**src/rtl/spike_decoder_if.sv**
```systemverilog
// spike_decoder_if: sample output port of the spike decoder.
// The decoder drives sample/count/valid/overrun; the consumer drives ready.
interface spike_decoder_if #(
    parameter int unsigned CNT_W = 16
);
    logic [31:0]      sample_o;
    logic [CNT_W-1:0] up_cnt_o;
    logic [CNT_W-1:0] dn_cnt_o;
    logic             valid_o;
    logic             ready_i;
    logic             overrun_o;

    modport master (
        output sample_o,
        output up_cnt_o,
        output dn_cnt_o,
        output valid_o,
        output overrun_o,
        input  ready_i
    );

    modport slave (
        input  sample_o,
        input  up_cnt_o,
        input  dn_cnt_o,
        input  valid_o,
        input  overrun_o,
        output ready_i
    );
endinterface

```
**src/rtl/spike_decoder.sv**
```systemverilog
// spike_decoder: rebuilds an amplitude trace from a delta-modulated spike
// train and emits one sample plus up/down event counts per CLK_DIV window.
// Optional feature macro: SPIKE_DECODER_SAT_EN (saturating accumulator);
// without it the accumulator wraps modulo 2^32.
module spike_decoder #(
    parameter int unsigned CLK_DIV      = 1200000,
    parameter logic [31:0] DEFAULT_INIT = 32'd40,
    parameter int unsigned CNT_W        = 16
) (
    input  logic                   clk_i,
    input  logic                   rst_i,
    input  logic                   spike_up_i,
    input  logic                   spike_dn_i,
    input  logic [31:0]            delta_i,
    input  logic                   load_i,
    input  logic [31:0]            load_val_i,
    spike_decoder_if.master        out_if
);

    localparam int unsigned ACC_W = 32;
    localparam int unsigned WIN_W = (CLK_DIV > 2) ? $clog2(CLK_DIV) : 1;
    localparam logic [WIN_W-1:0] WIN_LAST = WIN_W'(CLK_DIV - 1);

    // Edge detection state
    logic             spike_up_q;
    logic             spike_dn_q;
    logic             up_ev;
    logic             dn_ev;

    // Accumulator and window state
    logic [ACC_W-1:0] acc_q;
    logic [ACC_W-1:0] acc_d;
    logic [WIN_W-1:0] win_q;
    logic [WIN_W-1:0] win_d;
    logic             win_last;

    // Per-window spike counters
    logic [CNT_W-1:0] up_cnt_q;
    logic [CNT_W-1:0] up_cnt_d;
    logic [CNT_W-1:0] dn_cnt_q;
    logic [CNT_W-1:0] dn_cnt_d;

    // Output register
    logic [ACC_W-1:0] sample_q;
    logic [ACC_W-1:0] sample_d;
    logic [CNT_W-1:0] out_up_q;
    logic [CNT_W-1:0] out_up_d;
    logic [CNT_W-1:0] out_dn_q;
    logic [CNT_W-1:0] out_dn_d;
    logic             valid_q;
    logic             valid_d;
    logic             overrun_q;
    logic             overrun_d;
    logic             xfer;

    // A level held high produces a single event on its rising edge
    always_comb begin
        up_ev = spike_up_i & ~spike_up_q;
        dn_ev = spike_dn_i & ~spike_dn_q;
    end

    // Accumulator next value: load beats events, opposing events cancel
`ifdef SPIKE_DECODER_SAT_EN
    logic [ACC_W:0]   acc_sum;
    always_comb begin
        acc_sum = {1'b0, acc_q} + {1'b0, delta_i};
        acc_d   = acc_q;
        if (load_i) begin
            acc_d = load_val_i;
        end else if (up_ev && dn_ev) begin
            acc_d = acc_q;
        end else if (up_ev) begin
            acc_d = acc_sum[ACC_W] ? {ACC_W{1'b1}} : acc_sum[ACC_W-1:0];
        end else if (dn_ev) begin
            acc_d = (acc_q < delta_i) ? ACC_W'(0) : (acc_q - delta_i);
        end
    end
`else
    always_comb begin
        acc_d = acc_q;
        if (load_i) begin
            acc_d = load_val_i;
        end else if (up_ev && dn_ev) begin
            acc_d = acc_q;
        end else if (up_ev) begin
            acc_d = acc_q + delta_i;
        end else if (dn_ev) begin
            acc_d = acc_q - delta_i;
        end
    end
`endif

    // Window counter and saturating spike counters
    always_comb begin
        win_last = (win_q == WIN_LAST);
        win_d    = win_last ? WIN_W'(0) : (win_q + WIN_W'(1));

        up_cnt_d = up_cnt_q;
        if (up_ev && (up_cnt_q != {CNT_W{1'b1}})) begin
            up_cnt_d = up_cnt_q + CNT_W'(1);
        end

        dn_cnt_d = dn_cnt_q;
        if (dn_ev && (dn_cnt_q != {CNT_W{1'b1}})) begin
            dn_cnt_d = dn_cnt_q + CNT_W'(1);
        end
    end

    // Output capture at window end and valid/ready bookkeeping
    always_comb begin
        sample_d  = sample_q;
        out_up_d  = out_up_q;
        out_dn_d  = out_dn_q;
        valid_d   = valid_q;
        overrun_d = overrun_q;
        xfer      = valid_q & out_if.ready_i;

        if (win_last) begin
            sample_d = acc_d;
            out_up_d = up_cnt_d;
            out_dn_d = dn_cnt_d;
            valid_d  = 1'b1;
            if (valid_q && !out_if.ready_i) begin
                overrun_d = 1'b1;
            end
        end else if (xfer) begin
            valid_d = 1'b0;
        end
    end

    // State registers with synchronous reset
    always_ff @(posedge clk_i) begin
        if (rst_i) begin
            spike_up_q <= 1'b0;
            spike_dn_q <= 1'b0;
            acc_q      <= DEFAULT_INIT;
            win_q      <= WIN_W'(0);
            up_cnt_q   <= CNT_W'(0);
            dn_cnt_q   <= CNT_W'(0);
            sample_q   <= DEFAULT_INIT;
            out_up_q   <= CNT_W'(0);
            out_dn_q   <= CNT_W'(0);
            valid_q    <= 1'b0;
            overrun_q  <= 1'b0;
        end else begin
            spike_up_q <= spike_up_i;
            spike_dn_q <= spike_dn_i;
            acc_q      <= acc_d;
            win_q      <= win_d;
            up_cnt_q   <= win_last ? CNT_W'(0) : up_cnt_d;
            dn_cnt_q   <= win_last ? CNT_W'(0) : dn_cnt_d;
            sample_q   <= sample_d;
            out_up_q   <= out_up_d;
            out_dn_q   <= out_dn_d;
            valid_q    <= valid_d;
            overrun_q  <= overrun_d;
        end
    end

    // Drive the output port from the registers
    always_comb begin
        out_if.sample_o  = sample_q;
        out_if.up_cnt_o  = out_up_q;
        out_if.dn_cnt_o  = out_dn_q;
        out_if.valid_o   = valid_q;
        out_if.overrun_o = overrun_q;
    end

endmodule

```
**src/flat_wrapper.sv**
```systemverilog
// flat-port wrapper written by rule: the top's interface ports become plain ports
module spike_decoder_flat 
#(
    parameter int unsigned CLK_DIV      = 1200000,
    parameter logic [31:0] DEFAULT_INIT = 32'd40,
    parameter int unsigned CNT_W        = 16
)
  (clk_i, rst_i, spike_up_i, spike_dn_i, delta_i, load_i, load_val_i, out_if_sample_o, out_if_up_cnt_o, out_if_dn_cnt_o, out_if_valid_o, out_if_overrun_o, out_if_ready_i);
  spike_decoder_if #(.CNT_W(CNT_W)) out_if_i ();
  input  logic clk_i;
  input  logic rst_i;
  input  logic spike_up_i;
  input  logic spike_dn_i;
  input  logic [31:0] delta_i;
  input  logic load_i;
  input  logic [31:0] load_val_i;
  output wire logic [$bits(out_if_i.sample_o)-1:0] out_if_sample_o;
  output wire logic [$bits(out_if_i.up_cnt_o)-1:0] out_if_up_cnt_o;
  output wire logic [$bits(out_if_i.dn_cnt_o)-1:0] out_if_dn_cnt_o;
  output wire logic [$bits(out_if_i.valid_o)-1:0] out_if_valid_o;
  output wire logic [$bits(out_if_i.overrun_o)-1:0] out_if_overrun_o;
  input wire logic [$bits(out_if_i.ready_i)-1:0] out_if_ready_i;
  assign out_if_sample_o = out_if_i.sample_o;
  assign out_if_up_cnt_o = out_if_i.up_cnt_o;
  assign out_if_dn_cnt_o = out_if_i.dn_cnt_o;
  assign out_if_valid_o = out_if_i.valid_o;
  assign out_if_overrun_o = out_if_i.overrun_o;
  assign out_if_i.ready_i = out_if_ready_i;
  spike_decoder #(.CLK_DIV(CLK_DIV), .DEFAULT_INIT(DEFAULT_INIT), .CNT_W(CNT_W)) u_core (.clk_i(clk_i), .rst_i(rst_i), .spike_up_i(spike_up_i), .spike_dn_i(spike_dn_i), .delta_i(delta_i), .load_i(load_i), .load_val_i(load_val_i), .out_if(out_if_i));
endmodule
```
**config.mk**
```make
export PLATFORM = sky130hd
export DESIGN_NAME = spike_decoder_flat
export DESIGN_NICKNAME = d
export VERILOG_FILES = /design/src/rtl/spike_decoder_if.sv /design/src/rtl/spike_decoder.sv /design/src/flat_wrapper.sv
export SDC_FILE = /design/constraint.sdc
export NUM_CORES = 1
export LEC_CHECK = 0
export CELL_PAD_IN_SITES_DETAIL_PLACEMENT = 1
export CELL_PAD_IN_SITES_GLOBAL_PLACEMENT = 2
export CORE_AREA = 2 2 187 189
export CTS_CLUSTER_DIAMETER = 100
export DETAILED_ROUTE_END_ITERATION = 6
export DIE_AREA = 0 0 189 191
export PLACE_DENSITY = 0.85
export SETUP_SLACK_MARGIN = 0.05
export SYNTH_ARGS = -nofsm -noshare
export SYNTH_HDL_FRONTEND = slang
export SYNTH_SLANG_ARGS = --single-unit
```
**constraint.sdc**
```tcl
create_clock -name clk_i -period 3.3 [get_ports clk_i]
set_clock_uncertainty 0.05 [all_clocks]
set_input_delay 0.66 -clock clk_i [delete_from_list [all_inputs] [get_ports clk_i]]
set_output_delay 0.66 -clock clk_i [all_outputs]
set_load 0.02 [all_outputs]
```
Word level (Yosys, flattened, before mapping). Index checks and enable logic that the tools add are counted.

Output and inout bits: 66. Register bits: 153.

Equality and inequality tests: 3. Reduce and logical (&&, ||, !) cells: 8. Bitwise gates (word level): 5. $add $sub $neg: 5. Muxes and demuxes: 8.

Operator list (count): $mux 32 (4); $add 16x1->16 const B (2); $add 32x32->32 (1); $mux 16 (2); $ne 16x16->1 const B (2); $sub 32x32->32 (1); $add 21x1->21 const B (1); $eq 21x21->1 const B (1); $logic_and 1x1->1 (4); $and 1x1->1 (3); $mux 1 (2); $not 1->1 (2); $reduce_and 2->1 (1); $reduce_bool 2->1 (1); $reduce_or 2->1 (1); $logic_not 1->1 (1).

Longest topological paths before layout. Gate-level depths: netlist of run 1.

Word-level depth: 6. Depth in mapped cells: 13. Depth with buffers taken out: 13.

Worst setup path after synthesis of run 1. Ideal clock, no wire load.

Kind: in2reg. From: in delta_i[0]. To: reg u_core.sample_q[26], in the netlist u_core.out_if.sample_o[26]. Stages on the path: 12. Data required time: 3.111 ns. Slack: 0.003 ns. Setup time: 0.139 ns. Path buffers: 0. Arrival time: 3.108 ns. Path through: ha_1 fa_1 or3b_1 a31oi_1 o211a_1 o31a_2 nand2b_4 a21oi_4 o31ai_1 a221o_1 a31oi_1 a211oi_1.

Longest elaborated chain between the ends: 5.

Ends and longest elaborated chain: start, declared (line flat_wrapper.sv:14) `input logic [31:0] delta_i;`; $sub 32x32->32 (line spike_decoder.sv:88) `acc_d = acc_q - delta_i;`; $mux 32 (line spike_decoder.sv:87) `end else if (dn_ev) begin`; $mux 32 * (line spike_decoder.sv:85) `end else if (up_ev) begin`; $mux 32 * (line spike_decoder.sv:83) `end else if (up_ev && dn_ev) begin`; $mux 32 * (line spike_decoder.sv:81) `if (load_i) begin`; end signal, assigned (line spike_decoder.sv:152) `sample_q <= sample_d;`; end, declared (line spike_decoder.sv:44) `logic [ACC_W-1:0] sample_q;`.

Every way passes the cells marked *; elsewhere a longest branch is shown, timed or not. A chain may end at the register's enable or synchronous reset.

Final worst setup path of run 1.
From: reg u_core.acc_q[0]. To: reg u_core.sample_q[15], in the netlist u_core.out_if.sample_o[15].

Longest elaborated chain between the ends: 5.

Ends and longest elaborated chain: start, declared (line spike_decoder.sv:31) `logic [ACC_W-1:0] acc_q;`; start signal, assigned (line spike_decoder.sv:136) `acc_q <= DEFAULT_INIT;`; start signal, assigned (line spike_decoder.sv:148) `acc_q <= acc_d;`; $sub 32x32->32 (line spike_decoder.sv:88); $mux 32 (line spike_decoder.sv:87); $mux 32 * (line spike_decoder.sv:85); $mux 32 * (line spike_decoder.sv:83); $mux 32 * (line spike_decoder.sv:81).

Marked as above.

==> results by group, run 1 <==
Setup path
  – CP max-delay cell: a2111oi_1
  – FF-to-FF setup slack: 0.007 ns
  – CP endpoint kind: flip-flop
  – Cell family with most CP delay: compound AO/OA/AOI/OAI gates
  – Critical path cell sequence: inv_1 > ha_2 > nand3b_1 > a21oi_4 > nor4b_4 > buf_4 > o41a_1 > o21bai_1 > buf_4 > o221ai_2 > a2111oi_1 > buf_4 > a21oi_1 > a211oi_1
  – Worst-path maximum fanout: 3
  – Crit path DAT: 3.60 ns
  – Worst path bufs/invs: 4
  – Worst setup SP type: flip-flop
  – CP peak stage delay: around 0.48 ns
  – Crit Reg-Reg Endpoint: u_core.out_if.sample_o[15]
  – Kind of critical path: reg -> reg
  – Critical Path RT: 3.61 ns
  – R2r startpoint: u_core.acc_q[0]
  – Top cell by count, worst path: buf_4
  – Worst R2R Path Depth: 14

Cells and area
  – Fill cells: just under 4000
  – P&R area growth vs syn: 48.9%
  – Leading cell type in the layout, fill and taps excluded: buf_4
  – Final net count: between 1500 and 2000
  – Final Core Density: between 40% and 50%
  – Most frequent cells in the layout: 232 x buf_4, 199 x nor2_1, 150 x dfxtp_1, 113 x clkdlybuf4s50_1, 78 x a21oi_1
  – Layout cell share with drive strength beyond 1: about a quarter
  – ANT cells: 0

CTS
  – Clk_lat worst skew: roughly 0.45 ns
  – Clock transition at path regs: around 0.07 ns
  – H-tree levels: 4
  – Root Buffer: clkbuf_16
  – Num CTS Buffers: 17
  – Clk buf depth: 2
  – Clk sinks: around 150
  – Post-CTS Hold Buffers: 0
  – CTS tree: done

Flow run
  – Max-cap violations: 0

Timing
  – RSZ-0062 raised after global routing: yes
  – Worst-Margin Slew: just over 0.7 ns
  – Setup ws final: between 0.007 and 0.008 ns
  – Worst hold margin: about 0.4 ns
  – Min Tclk post-route: between 3 and 4 ns
  – Fmax: between 300 and 400 MHz
  – Fin Setup TNS: 0 ns
  – Count of final hold-check violations: 0
  – Relative slew slack: 51.7%
  – Final number of setup-violating endpoints: 0
  – Period utilisation layout: 99.8%
  – Max Slew Vio Count: 0

Floorplanning
  – Chip height: 191 um
  – Die width: 189 um
  – IO Pins: 136
  – Die area: approximately 36000 um^2
  – # rows: 68
  – CORE AREA: roughly 34000 um^2
  – Initial Util: 28.5%

Synth
  – Number of synthesized register bits: approximately 150
  – Sequential share of the synthesized area: a little under a third
  – Cell area after synthesis: roughly 9700 um^2
  – Top cell type's share of synthesized area: a little under a third
  – Post-Synthesis Cells: ~1200
  – Async set-reset flop share out of synthesis: 0%
  – Post-synth EDFFs: 0
  – Area leader, netlist: dfxtp_1
  – Syn nets: 1367
  – Most used DFF post-synth: dfxtp_1
  – Yosys cell types: between 80 and 90
  – Synth area leaders: dfxtp_1 32%, ha_1 8.4%, nor2_1 7.8%, a211oi_1 4.8%, a21oi_1 4.6%
  – Synth warnings: 0
  – Avg Cell Area, Syn: slightly below 8 um^2

Power and ir drop
  – Pwr dens: approximately 410 nW/um^2
  – Worst VDD drop: about 0.41 mV
  – Leakage: about 5.8 nW
  – Power, Total: between 5 and 6 mW

Detailed routing
  – Met1 Wirelength: about 18000 um
  – Top sig layer: met4
  – Detail Route Antenna Nets: 0
  – DR vias: ~11000
  – Pre-Repair DR Iteration Count: 5
  – WL/cell: 20.1 um
  – DR WL met2: around 19000 um
  – DRC Markers: 0
  – Routed wire length: slightly above 40000 um
  – First DRT Iteration DRCs: approximately 450
  – WL met3: roughly 1900 um
  – Via/cell ratio: 5.31

Min path
  – HP Start: u_core.out_if.sample_o[20]
  – Worst Hold Depth: 2
  – Worst hold path type: reg -> reg
  – Endpoint, Worst Hold: u_core.out_if.sample_o[20]

Place
  – Pre-CTS WS: -0.856 ns
  – RD Place Congestion: 0.896
  – Post-DP HPWL: 29200 um
  – Buffers on Ports: approximately 140

GRT
  – First-pass GRT wire length: about 63000 um
  – Vias in the first global route: 11400
  – Overall routing resource usage: between 20 and 25%
  – Remaining global-route overflow: 0
  – Pin count of the biggest net entering global routing: 66
  – Initial antenna violation count: 0

Run status
  – Status: finished, final reports clean
## power by group
part	internal (mW)	total, mW	switching, mW
Clock	1.17	2.06	0.889
Combinational	0.910	1.90	0.988
Sequential	1.89	1.95	0.0598
## metrics by stage
| stage | std cells | area (um^2) |
|---|---|---|
| final | 2018 | 14500 |
| after floorplan | 1230 | 9720 |
| after global routing | 2018 | 14500 |
| after global placement | 1970 | 13100 |
| after CTS | 2006 | 14000 |
| after detailed placement | 1970 | 13100 |
## sequential cells by signal (all words and copies together), names as in the netlist
| name | count |
|---|---|
| u_core.out_if.up_cnt_o | 16 |
| u_core.up_cnt_q | 16 |
| u_core.out_if.dn_cnt_o | 16 |
| u_core.dn_cnt_q | 16 |
| u_core.out_if.overrun_o | 1 |
| u_core.spike_up_q | 1 |
| u_core.win_q | 21 |
| u_core.out_if.valid_o | 1 |
| u_core.out_if.sample_o | 32 |
| u_core.spike_dn_q | 1 |
| u_core.acc_q | 32 |
## worst max path at each step
stage,start,slack (ns),depth (start not counted),to
floorplan,delta_i[0],0.11,12,u_core.out_if.sample_o[26]
global placement,delta_i[4],-0.71,15,u_core.out_if.sample_o[15]
detailed placement,delta_i[2],-0.86,15,u_core.out_if.sample_o[15]
CTS,delta_i[13],0.04,13,u_core.out_if.sample_o[18]
global route,u_core.acc_q[0],-0.11,14,u_core.out_if.sample_o[15]
finish,u_core.acc_q[0],0.007,14,u_core.out_if.sample_o[15]
## layer usage
layer | vias to the layer above | GRT usage [%]
li1 | 5059 | -
met1 | 5319 | 28.6
met2 | 269 | 37.1
met3 | 60 | 3.80
met4 | 0 | 7.00
met5 | - | 0
## worst register-to-register path: stages (launching register included)
cell	delay, ns
dfxtp_4	0.37
inv_1	0.05
ha_2	0.20
nand3b_1	0.26
a21oi_4	0.23
nor4b_4	0.07
buf_4	0.15
o41a_1	0.38
o21bai_1	0.22
buf_4	0.15
o221ai_2	0.11
a2111oi_1	0.48
buf_4	0.19
a21oi_1	0.04
a211oi_1	0.24
## cells by family after synthesis
group,after synthesis,share of synthesized area [%]
AND/OR/NAND/NOR,454,22.0
AO/OA/AOI/OAI,356,26.3
flip-flops,153,31.5
buffers and inverters,136,5.56
adder cells (fa/ha/maj),67,8.79
XOR/XNOR,58,5.23
multiplexers,6,0.618
## Yosys cell counts (16+ instances only)
cell	instances
nor2_1	202
dfxtp_1	153
a21oi_1	90
nand2_1	77
ha_1	65
a211oi_1	62
inv_1	60
clkbuf_1	56
nand3_1	36
xnor2_1	32
nor3_1	28
xor2_1	26
o21ai_0	24
o22ai_1	22
o21bai_1	21
nand4_1	16
or3_1	16
## timing repair
action	CTS	global route
resized for setup	60	102
setup buffers	4	12
endpoints found under the setup margin	44	37
pin swaps	27	55
cloned	0	0
## layout make-up
type | count | area (um^2) | area share [%]
Multi-Input combinational cell | 941 | 6790 | 46.9
Timing Repair Buffer | 375 | 3210 | 22.2
Sequential cell | 153 | 3070 | 21.2
Tap cell | 455 | 569 | 3.94
Clock buffer | 22 | 464 | 3.21
Inverter | 62 | 233 | 1.61
Clock inverter | 10 | 134 | 0.926
Power figures use the tool's default switching activity.
==> inputs of run 2 (changes only) <==
Settings changed: ABC_CLOCK_PERIOD_IN_PS from default to 3300, CAP_MARGIN from default to 30, SETUP_SLACK_MARGIN 0.05 to default.
==> run 2 against run 1 <==
Combinational power about the same; register-to-register slack better by 0.07 ns; sequential power hardly changed; first-iteration DRC count is 22% higher; sequential share of layout area is essentially flat; maximum frequency grew 2.1%.
==> results by group, run 2 (synthesis results as in run 1) <==
Run status
  – Status: finished, final reports clean

Timing
  – Final number of setup-violating endpoints: 0 (unchanged)
  – Period utilisation layout: 97.7% (-2.0 points)
  – Count of final hold-check violations: 0 (unchanged)
  – Max Slew Vio Count: 0 (unchanged)
  – Relative slew slack: 60.0% (+8.3 points)
  – Min Tclk post-route: 3.23 ns (-0.0673 ns)
  – Fmax: 310 MHz (+2.1%)
  – Worst-Margin Slew: 0.599 ns (-0.125 ns)

Floorplanning
  – # rows: 68 (unchanged)
  – IO Pins: 136 (unchanged)
  – Die area: 36100 um^2 (unchanged)
  – Initial Util: 28.5% (unchanged)
  – CORE AREA: 34100 um^2 (unchanged)
  – Chip height: 191 um (unchanged)
  – Die width: 189 um (unchanged)

Min path
  – Endpoint, Worst Hold: u_core.out_if.sample_o[20]
  – HP Start: u_core.out_if.sample_o[20]
  – Worst hold path type: reg -> reg
  – Worst Hold Depth: 2 (unchanged)

Cells and area
  – Area of the multi-input gates: 6760 um^2 (-0.35%)
  – Layout cell share with drive strength beyond 1: 26.3% (-0.081 points)
  – Reg area: 3060 um^2 (-0.20%)
  – Fill cells: 4016 (+1.1%)
  – ANT cells: 0 (unchanged)
  – Cell Count, Final, Fillers Out: 2019 (+0.050%)
  – Final net count: 1689 (+0.12%)
  – Leading cell type in the layout, fill and taps excluded: buf_4
  – Most frequent cells in the layout: 234 x buf_4, 199 x nor2_1, 153 x dfxtp_1, 113 x clkdlybuf4s50_1, 78 x a21oi_1
  – P&R area growth vs syn: 48.9% (unchanged)

Place
  – Buffers on Ports: 135 (unchanged)
  – Dpl cells: 1966 (-0.20%)
  – Post-DP HPWL: 29000 um (-0.60%)
  – RD Place Congestion: 0.909 (+1.5%)

CTS
  – Clock transition at path regs: 0.07 ns (about the same)
  – Clk_lat worst skew: 0.46 ns (about the same)
  – Root Buffer: clkbuf_16
  – CTS tree: done
  – Num CTS Buffers: 17 (unchanged)
  – Clk sinks: 153 (unchanged)
  – H-tree levels: 4 (unchanged)
  – Post-CTS Hold Buffers: 0 (unchanged)
  – Clk buf depth: 2 (unchanged)

Setup path
  – CP peak stage delay: 0.41 ns (-0.07 ns)
  – Top cell by count, worst path: a31oi_4
  – Crit path DAT: 3.48 ns (-0.12 ns)
  – Worst setup SP type: input port
  – Worst R2R Path Depth: 12 (-2)
  – Critical path cell sequence: dlygate4sd2_1 > inv_1 > ha_4 > buf_4 > nand2b_1 > a31oi_4 > o211a_4 > o31a_4 > nand2b_4 > a21oi_4 > o31ai_4 > a221o_1 > a31oi_4 > a211oi_2
  – Worst-path maximum fanout: 8 (+5)
  – Kind of critical path: in -> reg
  – Critical Path RT: 3.55 ns (-0.06 ns)
  – R2r startpoint: u_core.acc_q[0]
  – CP endpoint kind: flip-flop
  – FF-to-FF setup slack: 0.08 ns (+0.07 ns)
  – Crit Reg-Reg Endpoint: u_core.out_if.sample_o[26]
  – CP max-delay cell: a221o_1

Detailed routing
  – Detail Route Antenna Nets: 0 (unchanged)
  – Pre-Repair DR Iteration Count: 4 (-1)
  – WL/cell: 19.7 um (-1.7%)
  – DRC Markers: 0 (unchanged)
  – DR vias: 10600 (-0.78%)
  – Via/cell ratio: 5.26 (-0.83%)
  – First DRT Iteration DRCs: 543 (+22%)
  – Routed wire length: 39800 um (-1.7%)

GRT
  – Initial antenna violation count: 0 (unchanged)
  – First-pass GRT wire length: 61600 um (-1.7%)
  – Vias in the first global route: 11200 (-1.5%)
  – Remaining global-route overflow: 0 (unchanged)
  – Overall routing resource usage: 21.8% (-0.21 points)
  – Pin count of the biggest net entering global routing: 53 (-20%)

Power and ir drop
  – Worst VDD drop: 0.370 mV (-10%)
  – Power, Total: 5.85 mW (-1.0%)
  – Pwr dens: 405 nW/um^2 (-1.0%)
  – Leakage: 5.86 nW (+0.25%)

Flow run
  – Max-cap violations: 0 (unchanged)
run 2: cell types whose count changed in the layout (fill, tap and decap cells not counted), sizes merged:
cell          before  now
clkbuf            29   23
buf              242  244
inv               66   65
dlymetal6s2s       9   13
clkinvlp           1    3
run 2: what timing repair did:
action | CTS | global route
gates cloned | 0 | 0
pin swaps | 39 | 55
resized for setup | 67 | 80
buffers inserted | 6 | 18
setup endpoints to repair | 44 | 34
run 2: final cells by class:
class / count / share of cell area, %
Clock inverter: 11 / 0.952
Timing Repair Buffer: 377 / 22.4
Sequential cell: 153 / 21.2
Inverter: 62 / 1.64
Tap cell: 455 / 3.94
Multi-Input combinational cell: 941 / 46.8
Clock buffer: 20 / 3.09
run 2: layer usage:
layer  up-vias  share of wire [%]  GRT usage (%)  wire (um)
met2       246                 48           37.2      19000
met5         -                  0              0          0
li1       5050                  -              -          -
met4         0                2.2           6.85        876
met3        50                4.6           3.54       1840
met1      5277                 45           28.1      18100
run 2: how the worst max path moves through the flow:
stage               start                          to  slack, ns  cells after the start
6_report       delta_i[3]  u_core.out_if.sample_o[26]       0.07                     14
5_1_grt        delta_i[6]  u_core.out_if.sample_o[31]      -0.02                     14
4_1_cts        delta_i[5]  u_core.out_if.sample_o[27]      0.007                     13
3_5_place_dp   delta_i[1]  u_core.out_if.sample_o[26]      -0.80                     13
3_3_place_gp   delta_i[2]  u_core.out_if.sample_o[28]      -0.75                     15
2_1_floorplan  delta_i[0]  u_core.out_if.sample_o[26]      0.003                     12
run 2: critical path: cells and delay by family:
family	cells	cell delay (ns)
AOI/OAI and AO/OA	8	1.73
adders and majority gates	1	0.27
buffers and inverters	3	0.46
and+or+nand+nor	2	0.35
run 2: power breakdown:
group | switching (mW) | internal, mW | leakage [nW]
Combinational | 0.982 | 0.907 | 4.34
Sequential | 0.0581 | 1.89 | 1.24
Clock | 0.868 | 1.15 | 0.281
run 2: metrics by stage:
| step | hold slack [ns] | setup TNS [ns] | area, um^2 | util [%] | setup slack, ns |
|---|---|---|---|---|---|
| after global routing | 0.436 | -0.0423 | 14500 | 42.4 | -0.0169 |
| after floorplan | 0.380 | 0 | 9710 | - | 0.00309 |
| after CTS | 0.410 | 0 | 14000 | 41.0 | 0.00694 |
| after global placement | 0.396 | -26.25 | 13000 | 38.2 | -0.748 |
| after detailed placement | 0.403 | -29.69 | 13000 | 38.2 | -0.800 |
| final | 0.411 | 0 | 14500 | 42.4 | 0.0744 |
==> patch: new RTL, config.mk and constraints of run 2 <==
The option `SPIKE_DECODER_SAT_EN` is turned on by a define.
--- a/src/rtl/spike_decoder.sv
+++ b/src/rtl/spike_decoder.sv
@@ -2,6 +2,8 @@
 // train and emits one sample plus up/down event counts per CLK_DIV window.
 // Optional feature macro: SPIKE_DECODER_SAT_EN (saturating accumulator);
 // without it the accumulator wraps modulo 2^32.
+`define SPIKE_DECODER_SAT_EN
+
 module spike_decoder #(
     parameter int unsigned CLK_DIV      = 1200000,
     parameter logic [31:0] DEFAULT_INIT = 32'd40,
Formal check against the unedited RTL: same outputs for any inputs over 10 cycles, from zero or initial values and one cycle with rst_i high; that may be too few to reach the edited logic, so the function may still have changed.
==> patch against run 2 <==
  * The run now ends with setup timing left
  * Routed wire length is 18% higher
  * First-iteration DRC count grew 36%
  * Core utilization increased by 5.7 points
  * Area after synthesis increased by 5.5%
  * Worst setup slack worse by 160 ps
  * Final area grew 13%
  * Sequential share of layout area fell by 2.5 points
  * Sequential cell count unchanged
  * Total power is 12% higher
  * Largest cell class unchanged
  * Largest power group is now combinational cells
==> patch: results <==
set metrics [dict create \
    pre_cts_ws_ps -840 \
    worst_slack_ps -84.8 \
    violations "setup timing" \
    synth_fp_nets 1442 \
    dr_wl_met3_mm 3.18 \
    p_clk_share_pct 31.9 \
    antennaDiodeCount 1 \
    synthCells 1302 \
    ys_top_cells_by_count "nor2_1 (177), dfxtp_1 (153), a21oi_1 (114)" \
    setup_viol 3 \
    use_met2_pct 40.8 \
    status "finished, violations left" \
    place_hpwl_mm 33.4 \
    synth-seq-area-share_pct 29.9 \
    max-slew-margin-rel_pct 58.0 \
    antenna_found_initial 1 \
    insertion_delay_ps 440 \
    seq_share_pct 18.7 \
    met1Wirelength_mm 19.7 \
    num-multi-input-gates 1001 \
    rr_worst_depth 16 \
    grt_first_pass_wirelength_mm 68.9 \
    intPower_mw 4.19 \
    synth_cell_types 86 \
    n_clock_buffer 19 \
    peakVddDrop_uv 420 \
    slowest_stage "clkdlybuf4s50_1" \
    synth-compound-area-share_pct 26.4 \
    synth_xor_area_share_pct 8.04 \
    nNetsFinal 1869 \
    grt_max_degree 55 \
]
-- patch: changes by cell type in the layout (fill, tap and decap cells not counted), moves of 15 or more --
cell | before | now
o22ai_1 | 21 | 3
inv_2 | 6 | 21
nor2_1 | 199 | 164
a211oi_1 | 54 | 37
buf_4 | 234 | 330
xnor2_1 | 31 | 56
nand4_1 | 16 | 31
a21oi_2 | 11 | 26
o21ai_1 | 3 | 25
o21ai_0 | 22 | 46
-- patch: how the worst max path moves through the flow --
stage	from	endpoint	cells past startpoint
floorplan	delta_i[0]	u_core.out_if.sample_o[30]	12
CTS	delta_i[15]	u_core.out_if.sample_o[23]	15
detailed placement	delta_i[12]	u_core.out_if.sample_o[23]	15
global placement	delta_i[12]	u_core.out_if.sample_o[23]	15
finish	delta_i[20]	u_core.out_if.sample_o[27]	16
global route	delta_i[25]	u_core.out_if.sample_o[31]	13
-- patch: repair_timing --
action / 4_1_cts / 5_1_grt
hold buffers: 0 / 0
resized for setup: 104 / 166
setup buffers: 13 / 31
pin swaps: 50 / 115
setup endpoints to repair: 55 / 46
-- patch: worst max-delay path, delay by kind of cell --
| family | cells | cell delay, ps |
|---|---|---|
| AOI/OAI and AO/OA | 5 | 1070 |
| xor gates and xnor gates | 1 | 150 |
| adders and majority gates | 1 | 320 |
| buffers and inverters | 5 | 1030 |
| and+or+nand+nor | 4 | 410 |
-- patch: per-stage QoR --
stage	TNS (ps)	utilization, %	hold WS [ps]	area (um2)
floorplan	0	-	403	10200
global placement	-33650	41.4	411	14100
detailed placement	-37520	41.5	420	14200
CTS	-48.8	45.2	434	15400
global route	-627	48.1	448	16400
finish	-166	48.1	433	16400
